### config.mk
export PLATFORM = sky130hd
export DESIGN_NAME = rf_write_arbiter
export DESIGN_NICKNAME = d
export VERILOG_FILES = /design/src/rtl/rf_pkg.sv /design/src/rtl/rr_arbiter.sv /design/src/rtl/rf_write_arbiter.sv
export SDC_FILE = /design/constraint.sdc
export NUM_CORES = 1
export LEC_CHECK = 0
export BUFFER_PORTS_ARGS = -buffer_cell sky130_fd_sc_hd__clkbuf_2
export CAP_MARGIN = 10
export CORE_MARGIN = 1.5
export CORE_UTILIZATION = 42
export DETAILED_ROUTE_END_ITERATION = 8
export HOLD_SLACK_MARGIN = 0.12
export PLACE_DENSITY_LB_ADDON = 0.1
export SETUP_SLACK_MARGIN = 0.15
export SKIP_CTS_REPAIR_TIMING = 1
export SYNTH_ARGS = -nofsm -noshare
export SYNTH_HDL_FRONTEND = slang
export SYNTH_HIERARCHICAL = 1
export SYNTH_SLANG_ARGS = --single-unit
### constraint.sdc
create_clock -name inClk -period 1.7 [get_ports inClk]
set_input_delay 0.34 -clock inClk [delete_from_list [all_inputs] [get_ports inClk]]
set_output_delay 0.34 -clock inClk [all_outputs]
set_load 0.02 [all_outputs]
### src/rtl/rf_pkg.sv
// rtl/rf_pkg.sv - shared widths, write-request struct and slice helper for the register file write path
// Requester buses are flattened, so the slice helper takes a fixed maximum width and the caller zero-extends.
package rf_pkg;

  localparam int RF_ADDR_W = 5;
  localparam int RF_DATA_W = 32;
  localparam int RF_DEPTH  = 32;
  localparam int MAX_REQ   = 8;
  localparam int REQ_IDX_W = 3;

  typedef struct packed {
    logic [RF_ADDR_W-1:0] addr;
    logic [RF_DATA_W-1:0] data;
  } rf_wr_t;

  // Constant-base slices keep the select widths exact for any legal index.
  function automatic rf_wr_t req_slice(
    input logic [RF_ADDR_W*MAX_REQ-1:0] addr_flat,
    input logic [RF_DATA_W*MAX_REQ-1:0] data_flat,
    input logic [REQ_IDX_W-1:0]         idx
  );
    rf_wr_t r;
    r = '0;
    for (int k = 0; k < MAX_REQ; k++) begin
      if (idx == REQ_IDX_W'(k)) begin
        r.addr = addr_flat[k*RF_ADDR_W +: RF_ADDR_W];
        r.data = data_flat[k*RF_DATA_W +: RF_DATA_W];
      end
    end
    return r;
  endfunction

endpackage

### src/rtl/rr_arbiter.sv
// rtl/rr_arbiter.sv - combinational round-robin search starting one past the last winner
// The pointer register lives in the caller; this block only finds the next set request.
module rr_arbiter #(
  parameter int N = 2,
  localparam int IDX_W = (N > 1) ? $clog2(N) : 1
) (
  input  logic [N-1:0]     req,
  input  logic [IDX_W-1:0] last,
  output logic [N-1:0]     grant,
  output logic [IDX_W-1:0] idx,
  output logic             valid
);

  logic [IDX_W-1:0] cand;

  // Offsets 1..N visit every requester once, ending on the last winner itself.
  always_comb begin
    grant = '0;
    idx   = '0;
    valid = 1'b0;
    cand  = '0;
    for (int off = 1; off <= N; off++) begin
      cand = IDX_W'((int'(last) + off) % N);
      if (!valid && req[cand]) begin
        valid       = 1'b1;
        idx         = cand;
        grant[cand] = 1'b1;
      end
    end
  end

endmodule

### src/rtl/rf_write_arbiter.sv
// rtl/rf_write_arbiter.sv - round-robin sharing of the register file write port among NREQ requesters
// Grant is combinational; the winning write is registered onto inW1/inD1/inWe one cycle later.
module rf_write_arbiter
  import rf_pkg::*;
#(
  parameter int NREQ    = 2,
  parameter bit DROP_R0 = 1'b1
) (
  input  logic                      inClk,
  input  logic                      inArstn,
  input  logic                      inStall,
  input  logic [NREQ-1:0]           inReqValid,
  input  logic [NREQ*RF_ADDR_W-1:0] inReqAddr,
  input  logic [NREQ*RF_DATA_W-1:0] inReqData,
  output logic [NREQ-1:0]           outReqReady,
  output logic [RF_ADDR_W-1:0]      outW1,
  output logic [RF_DATA_W-1:0]      outD1,
  output logic                      outWe
);

  localparam int IDX_W = $clog2(NREQ);

  logic [IDX_W-1:0]             last_gnt;
  logic [IDX_W-1:0]             gnt_idx;
  logic [NREQ-1:0]              gnt_onehot;
  logic                         gnt_any;
  logic                         grant_en;
  logic                         xfer;
  logic [RF_ADDR_W*MAX_REQ-1:0] addr_flat;
  logic [RF_DATA_W*MAX_REQ-1:0] data_flat;
  rf_wr_t                       win;

  rr_arbiter #(
    .N(NREQ)
  ) u_rr (
    .req  (inReqValid),
    .last (last_gnt),
    .grant(gnt_onehot),
    .idx  (gnt_idx),
    .valid(gnt_any)
  );

  // Ready is a function of valids, stall and the pointer only, never of the payload.
  assign grant_en    = inArstn & ~inStall;
  assign outReqReady = grant_en ? gnt_onehot : '0;
  assign xfer        = |(inReqValid & outReqReady);

  assign addr_flat = (RF_ADDR_W*MAX_REQ)'(inReqAddr);
  assign data_flat = (RF_DATA_W*MAX_REQ)'(inReqData);
  assign win       = req_slice(addr_flat, data_flat, REQ_IDX_W'(gnt_idx));

  always_ff @(posedge inClk) begin
    if (!inArstn) begin
      last_gnt <= IDX_W'(NREQ - 1);
      outWe    <= 1'b0;
      outW1    <= '0;
      outD1    <= '0;
    end else if (xfer) begin
      last_gnt <= gnt_idx;
      outW1    <= win.addr;
      outD1    <= win.data;
      // A write to r0 is still consumed so the requester moves on.
      outWe    <= ~(DROP_R0 & (win.addr == '0));
    end else begin
      outWe <= 1'b0;
    end
  end

endmodule

==> qor.csv, run 1 <==
metric,value,unit
diodes inserted,0,
placed cell area,0.002517,mm²
max cap viols,0,
crit path time final,1.492,ns
startpoint types,flop,
cell count of the worst reg-to-reg path,6,
total power,1.991,mW
Core Area,0.004115,mm²
flop-to-flop setup slack,0.31,ns
worst skew pair latency,0.28,ns
Final Cycle Share,87.74,%
initial DRC count,71,
Post-Syn Area,0.001837,mm²
Fillers,364,
fin. max-slew vios,0,
FF+latch area,784.5,µm²
setup ws final,0.2085,ns
Rel. slew slack,73.50,%
IO Pins,119,
CTS tree,yes,
clk sink count,39,
Pre-antenna DRT Iters,4,
status,completed,
post-synthesis instance total,182,
GRT Total Usage,17.12,%
CP Data Arrival Time,1.15,ns
Detailed Route WL,4018,µm
Reg-to-Reg End,outD1[18],
Die H,69.13,µm
# setup viols final,0,
dpl cells,343,
multi-input logic area,0.001001,mm²
Worst-Margin Slew,0.3975,ns
starting density of the core,44.63,%
Min-Delay Startpoint,inStall,
Synth Area per Inst,10.09,µm²
DP Wirelength,3168,µm
H-tree depth,2,
share of layout cells above drive strength 1,44.52,%
Max rail drop VDD,476.7,µV
pre-CTS setup slack,0.1586,ns
vias in the first global route,1528,
Synth Warn #,6,
drt drc,0,
CTS Root Cell,clkbuf_8,
RSZ-0062 raised after global routing,yes,
Hold Path End,last_gnt,
"Hold Vio Cnt, Final",0,
first-pass GRT wire length,6803,µm
hold slack final,0.3194,ns
via count,1676,
initial antenna violation count,0,
row cnt,23,
die area,0.004779,mm²
RD Place Congestion,0.7559,
Setup crit end kind,primary output,
pin count of the biggest net entering global routing,39,
beginning of the critical path,last_gnt,
cts bufs inserted,5,
die width,69.13,µm
Nets,379,
Worst Skew,0.002937,ns
RR Startpoint,last_gnt,
f_max,0.6704,GHz
input/output buffers,118,
Setup Crit Path Kind,flop to primary output,
drt via density,4.775,
total grt overflow,0,
CTS Buffer Depth,2,
syn_nets,261,
cell leakage power,1.241,nW
Clock transition at path regs,0.07,ns
DRT antenna net count,0,
Crit path required time,1.36,ns
Pwr Density,763.0,mW/mm²
hold path cells,2,
worst min-delay path category,input port to flop,
design area,0.002610,mm²
final core occ,63.42,%
Layout Cells excl Fill,351,
area grow syn2layout,42.10,%
CP max FO,4,
wire length per cell,11.45,µm
setup TNS,0,ns
[how the worst max path moves through the flow]
stage | end | cells after the start | slack, ns
2_1_floorplan | outD1[10] | 5 | 0.23
3_3_place_gp | outWe | 4 | 0.19
3_5_place_dp | outD1[18] | 6 | 0.16
4_1_cts | outReqReady[0] | 5 | 0.09
5_1_grt | outReqReady[0] | 5 | 0.13
6_report | outReqReady[0] | 5 | 0.21
[where the power goes]
part,switching (mW),internal (mW)
logic,0.222,0.204
registers,0.0261,0.966
clock network,0.286,0.288
[placed cells by master, fill, tap and decap left out]
master	n
or3_1	1
buf_2	1
o311ai_0	1
o21ai_0	1
a21boi_2	2
buf_12	3
inv_1	4
clkbuf_2	117
mux2i_1	74
or4_1	1
nand2_1	38
and3_1	1
nor4_1	1
clkinv_2	1
clkbuf_8	5
buf_4	2
a21boi_4	1
nor2_1	3
nor2_4	1
clkbuf_1	2
dfxtp_4	1
a22oi_1	1
dfxtp_1	38
nand2b_1	1
[per-layer routing]
metal	up-vias	global-route usage [%]	routed length [µm]
met4	0	3.922	29
li1	869	-	-
met5	-	0	0
met1	733	20.80	1813
met3	4	5.994	300
met2	70	29.06	1874
[worst max-delay path: stages (launching register included)]
cell      delay [ns]
dfxtp_4         0.38
inv_1           0.05
a21boi_2        0.15
inv_1           0.05
nor2_1          0.08
buf_2           0.17
[flip-flops by register name (all words and copies together), names as in the netlist]
name	flops
outWe	1
outW1	5
last_gnt	1
outD1	32
[area by class of cell]
| type | count | share of cell area, % |
|---|---|---|
| clock buffer | 7 | 2.924 |
| timing repair buffer | 123 | 25.50 |
| inverter | 4 | 0.5753 |
| multi-input combinational | 127 | 38.35 |
| tap | 50 | 2.397 |
| clock inverter | 1 | 0.1918 |
| sequential | 39 | 30.06 |
Power figures use the tool's default switching activity.
==> inputs of run 2 (changes only) <==
--- a/config.mk
+++ b/config.mk
@@ -5,7 +5,7 @@
 export SDC_FILE = /design/constraint.sdc
 export NUM_CORES = 1
 export LEC_CHECK = 0
-export BUFFER_PORTS_ARGS = -buffer_cell sky130_fd_sc_hd__clkbuf_2
+export BUFFER_PORTS_ARGS = -buffer_cell sky130_fd_sc_hd__buf_2
 export CAP_MARGIN = 10
 export CORE_MARGIN = 1.5
 export CORE_UTILIZATION = 42
==> run 2 against run 1 <==
Against the previous run: sequential share of layout area fell by 0.20 points; via count is 0.48% lower; global-route usage rose by 0.60 points; cell count is the same; combinational power about the same; maximum frequency shrank 1.9%; die area unchanged; clock power up 16%; register-to-register slack is essentially flat; worst hold slack worse by 0.010 ns; critical path type unchanged.
==> qor.csv, run 2 (synthesis gave the netlist of run 1 again) <==
metric,value,unit,change
Top Registers,"outD1: 32 flops, outW1: 5 flops",,unchanged
initial antenna violation count,0,,unchanged
pre-CTS setup slack,0.1608,ns,was 0.1586 ns
CTS Root Cell,clkbuf_8,,unchanged
CP Data Arrival Time,1.18,ns,was 1.15 ns
via count,1668,,was 1676
H-tree depth,2,,unchanged
max reg flops,32,,unchanged
setup ws final,0.1800,ns,was 0.2085 ns
combinational share of power,20.4,%,was 21.4%
share of layout cells above drive strength 1,44.19,%,was 44.52%
fin. max-slew vios,0,,unchanged
cell leakage power,1.262,nW,was 1.241 nW
Setup Crit Path Kind,flop to primary output,,unchanged
DP Wirelength,3102,µm,was 3168 µm
drt drc,0,,unchanged
startpoint types,flop,,unchanged
starting density of the core,44.63,%,unchanged
"Hold Vio Cnt, Final",0,,unchanged
f_max,0.6579,GHz,was 0.6704 GHz
Crit path required time,1.36,ns,about the same
Pwr Density,794.3,mW/mm²,was 763.0 mW/mm²
DRT antenna net count,0,,unchanged
die width,69.13,µm,unchanged
Pre-antenna DRT Iters,4,,unchanged
CTS Buffer Depth,2,,unchanged
register share of total power,47.6,%,was 49.8%
Die H,69.13,µm,unchanged
clock share of power,32.0,%,was 28.8%
Worst Skew,0.003075,ns,was 0.002937 ns
area grow syn2layout,42.57,%,was 42.10%
status,completed,,unchanged
RSZ-0062 raised after global routing,yes,,unchanged
GRT Total Usage,17.72,%,was 17.12%
Top reg by flops,outD1,,unchanged
vias in the first global route,1596,,was 1528
RD Place Congestion,0.7311,,was 0.7559
setup TNS,0,ns,unchanged
design area,0.002619,mm²,was 0.002610 mm²
internal power,1.541,mW,was 1.458 mW
Rel. slew slack,74.26,%,was 73.50%
Nets,379,,unchanged
CP max FO,4,,unchanged
total grt overflow,0,,unchanged
Net Sw Frac,25.93,%,was 26.79%
worst min-delay path category,input port to flop,,unchanged
Clock transition at path regs,0.07,ns,about the same
input/output buffers,118,,unchanged
wire length per cell,11.40,µm,was 11.45 µm
first-pass GRT wire length,6906,µm,was 6803 µm
crit path time final,1.520,ns,was 1.492 ns
Core Area,0.004115,mm²,unchanged
Setup crit end kind,primary output,,unchanged
final core occ,63.64,%,was 63.42%
# setup viols final,0,,unchanged
cts bufs inserted,5,,unchanged
"commonest non-fill, non-tap cell in the layout",buf_2,,was clkbuf_2
row cnt,23,,unchanged
Max rail drop VDD,430.5,µV,was 476.7 µV
CTS tree,yes,,unchanged
initial DRC count,59,,was 71
placed cell area,0.002517,mm²,unchanged
IO Pins,119,,unchanged
drt via density,4.752,,was 4.775
diodes inserted,0,,unchanged
worst skew pair latency,0.28,ns,about the same
most frequent cells in the layout,"buf_2, mux2i_1, nand2_1, dfxtp_1, clkbuf_8",,"was clkbuf_2, mux2i_1, nand2_1, dfxtp_1, clkbuf_8"
max cap viols,0,,unchanged
Detailed Route WL,4000,µm,was 4018 µm
die area,0.004779,mm²,unchanged
Final Cycle Share,89.41,%,was 87.74%
pin count of the biggest net entering global routing,39,,unchanged
clk sink count,39,,unchanged
Worst-Margin Slew,0.3861,ns,was 0.3975 ns
sw power,0.5394,mW,was 0.5335 mW
[run 2: worst max-delay path, cell delays in order, from the launching register on]
cell and delay, ns:
dfxtp_2 0.37, inv_1 0.05, a21boi_1 0.17, inv_1 0.05, nor2_1 0.09, buf_2 0.16
[run 2: power by group through the flow]
| stage | clock [mW] | combinational, mW | sequential (mW) |
|---|---|---|---|
| CTS | 0.692 | 0.432 | 0.990 |
| floorplan | 0 | 0.179 | 1.08 |
| global route | 0.731 | 0.466 | 0.997 |
| finish | 0.665 | 0.425 | 0.990 |
| detailed placement | 0 | 0.432 | 1.01 |
| global placement | 0 | 0.427 | 1.01 |
[run 2: worst paths after layout]
path | from | end | slack (ns) | cells past startpoint
worst max-delay path | last_gnt | outReqReady[0] | 0.18 | 5
worst min-delay path | inStall | last_gnt | 0.31 | 2
worst max register to register | last_gnt | outD1[25] | 0.30 | 6
worst min register to register | outD1[13] | outD1[13] | 0.45 | 2
[run 2: final cells by class]
cell class / count / area [µm²]
Sequential cell: 39 / 782.0
Multi-Input combinational cell: 127 / 993.5
Timing Repair Buffer: 123 / 665.6
Clock buffer: 8 / 100.1
Fill cell: 356 / 1496
Inverter: 4 / 15.01
Tap cell: 50 / 62.56
[run 2: routing by layer]
metal  track usage, %  vias up  part of all wire, %  wire [µm]
met3            6.871        7                  9.1        365
met4            5.229        0                  1.4         55
met1            20.75      727                   44       1740
met5                0        -                    0          0
li1                 -      864                    -          -
met2            29.91       70                   46       1838
[run 2: stage by stage]
stage | total power [mW] | cells | hold WS, ns
finish | 2.080 | 351 | 0.3092
global route | 2.194 | 351 | 0.3157
CTS | 2.113 | 351 | 0.3041
detailed placement | 1.442 | 343 | 0.4457
global placement | 1.437 | 343 | 0.4387
floorplan | 1.255 | 182 | 0.5043
==> inputs of run 3 (changes only) <==
--- a/config.mk
+++ b/config.mk
@@ -7,8 +7,10 @@
 export LEC_CHECK = 0
 export BUFFER_PORTS_ARGS = -buffer_cell sky130_fd_sc_hd__buf_2
 export CAP_MARGIN = 10
+export CELL_PAD_IN_SITES_DETAIL_PLACEMENT = 1
+export CELL_PAD_IN_SITES_GLOBAL_PLACEMENT = 1
 export CORE_MARGIN = 1.5
-export CORE_UTILIZATION = 42
+export CORE_UTILIZATION = 30
 export DETAILED_ROUTE_END_ITERATION = 8
 export HOLD_SLACK_MARGIN = 0.12
 export PLACE_DENSITY_LB_ADDON = 0.1
==> run 3 against run 2 <==
Against the previous run: cell count grew 7.1%; register-to-register slack got worse by 0.02 ns; clock skew hardly changed; core utilization fell by 19 points; sequential power barely moved; worst hold slack better by 0.0060 ns; critical endpoint unchanged; largest power group unchanged.
==> qor.csv, run 3 (synthesis gave the netlist of run 1 again) <==
metric,value,unit,change
setup TNS,0,ns,unchanged
CTS Root Cell,clkbuf_8,,unchanged
area grow syn2layout,45.30,%,was 42.57%
via count,1732,,was 1668
Pwr Density,789.9,mW/mm²,was 794.3 mW/mm²
crit-path cells,inv_2 -> a21boi_2 -> inv_1 -> nor2_2 -> buf_6,,was inv_1 -> a21boi_1 -> inv_1 -> nor2_1 -> buf_2
Top Registers,"outD1: 32 flops, outW1: 5 flops",,unchanged
drt drc,0,,unchanged
CTS Buffer Depth,2,,unchanged
Detailed Route WL,4961,µm,was 4000 µm
Rel. slew slack,72.85,%,was 74.26%
placed cell area,0.002549,mm²,was 0.002517 mm²
Die H,81.25,µm,was 69.13 µm
final core occ,45.08,%,was 63.64%
RD Place Congestion,0.6618,,was 0.7311
design area,0.002669,mm²,was 0.002619 mm²
Final Cycle Share,85.68,%,was 89.41%
cts bufs inserted,5,,unchanged
Crit path required time,1.36,ns,about the same
Nets,379,,unchanged
DRT antenna net count,0,,unchanged
IO Pins,119,,unchanged
max reg flops,32,,unchanged
share of layout cells above drive strength 1,45.51,%,was 44.19%
diodes inserted,0,,unchanged
wire length per cell,13.19,µm,was 11.40 µm
first-pass GRT wire length,7997,µm,was 6906 µm
Top reg by flops,outD1,,unchanged
f_max,0.6866,GHz,was 0.6579 GHz
worst skew pair latency,0.28,ns,about the same
H-tree depth,2,,unchanged
cell leakage power,1.262,nW,about the same
die area,0.006601,mm²,was 0.004779 mm²
clk sink count,39,,unchanged
"Hold Vio Cnt, Final",0,,unchanged
Pre-antenna DRT Iters,4,,unchanged
startpoint types,flop,,unchanged
starting density of the core,31.02,%,was 44.63%
initial antenna violation count,0,,unchanged
"commonest non-fill, non-tap cell in the layout",buf_2,,unchanged
slowest CP cell,dfxtp_4,,was dfxtp_2
CP max FO,4,,unchanged
Critical Path Max Stage Delay,0.38,ns,was 0.37 ns
Max rail drop VDD,293.2,µV,was 430.5 µV
DP Wirelength,3854,µm,was 3102 µm
Setup crit end kind,primary output,,unchanged
GRT Total Usage,15.87,%,was 17.72%
CP Data Arrival Time,1.12,ns,was 1.18 ns
total power,2.108,mW,was 2.080 mW
Clock transition at path regs,0.07,ns,about the same
RSZ-0062 raised after global routing,yes,,unchanged
fin. max-slew vios,0,,unchanged
worst min-delay path category,input port to flop,,unchanged
Worst Skew,0.003042,ns,was 0.003075 ns
total grt overflow,0,,unchanged
die width,81.25,µm,was 69.13 µm
status,completed,,unchanged
row cnt,28,,was 23
pin count of the biggest net entering global routing,39,,unchanged
max cap viols,0,,unchanged
most frequent cells in the layout,"buf_2, mux2i_1, nand2_1, dfxtp_1, clkbuf_8",,unchanged
vias in the first global route,1740,,was 1596
Core Area,0.005921,mm²,was 0.004115 mm²
crit path time final,1.457,ns,was 1.520 ns
CTS tree,yes,,unchanged
Setup Crit Path Kind,flop to primary output,,unchanged
initial DRC count,45,,was 59
drt via density,4.606,,was 4.752
input/output buffers,118,,unchanged
# setup viols final,0,,unchanged
Worst-Margin Slew,0.4073,ns,was 0.3861 ns
run 3: final cells by class:
| class | instances | area, µm² |
|---|---|---|
| clock buffer | 8 | 100.1 |
| inverter | 4 | 15.01 |
| tap | 75 | 93.84 |
| sequential | 39 | 784.5 |
| timing repair buffer | 123 | 671.9 |
| multi-input combinational | 127 | 1003 |
| fill | 744 | 3252 |
run 3: worst paths after layout:
check | end | cells after the start | slack, ns | startpoint
setup / recovery | outReqReady[0] | 5 | 0.24 | last_gnt
hold / removal | last_gnt | 2 | 0.32 | inStall
setup reg to reg | outD1[7] | 6 | 0.28 | last_gnt
hold reg to reg | outD1[13] | 2 | 0.46 | outD1[13]
run 3: power by group:
group	total [mW]	switching, mW	internal [mW]
Combinational	0.438	0.231	0.206
Sequential	0.991	0.0252	0.965
Clock	0.680	0.309	0.371
Total	2.11	0.566	1.54
run 3: worst max-delay path: cells and delay by family (launching register included):
kind            cells  cell delay (ns)
compound gates      1             0.13
buf+inv             3             0.23
flops               1             0.38
simple gates        1             0.09
run 3: per-stage QoR:
| step | hold WS (ns) | setup slack (ns) | std cells |
|---|---|---|---|
| CTS | 0.3151 | 0.06081 | 376 |
| floorplan | 0.5043 | 0.2260 | 182 |
| global route | 0.3236 | 0.1360 | 376 |
| global placement | 0.4391 | 0.1718 | 368 |
| finish | 0.3152 | 0.2434 | 376 |
| detailed placement | 0.4485 | 0.1210 | 368 |
run 3: layer usage:
metal | vias to the layer above | wire, µm | track usage [%]
met5 | - | 0 | 0
met4 | 0 | 27 | 4.138
met3 | 2 | 396 | 5.843
met2 | 64 | 2470 | 28.92
met1 | 803 | 2067 | 17.21
li1 | 863 | - | -
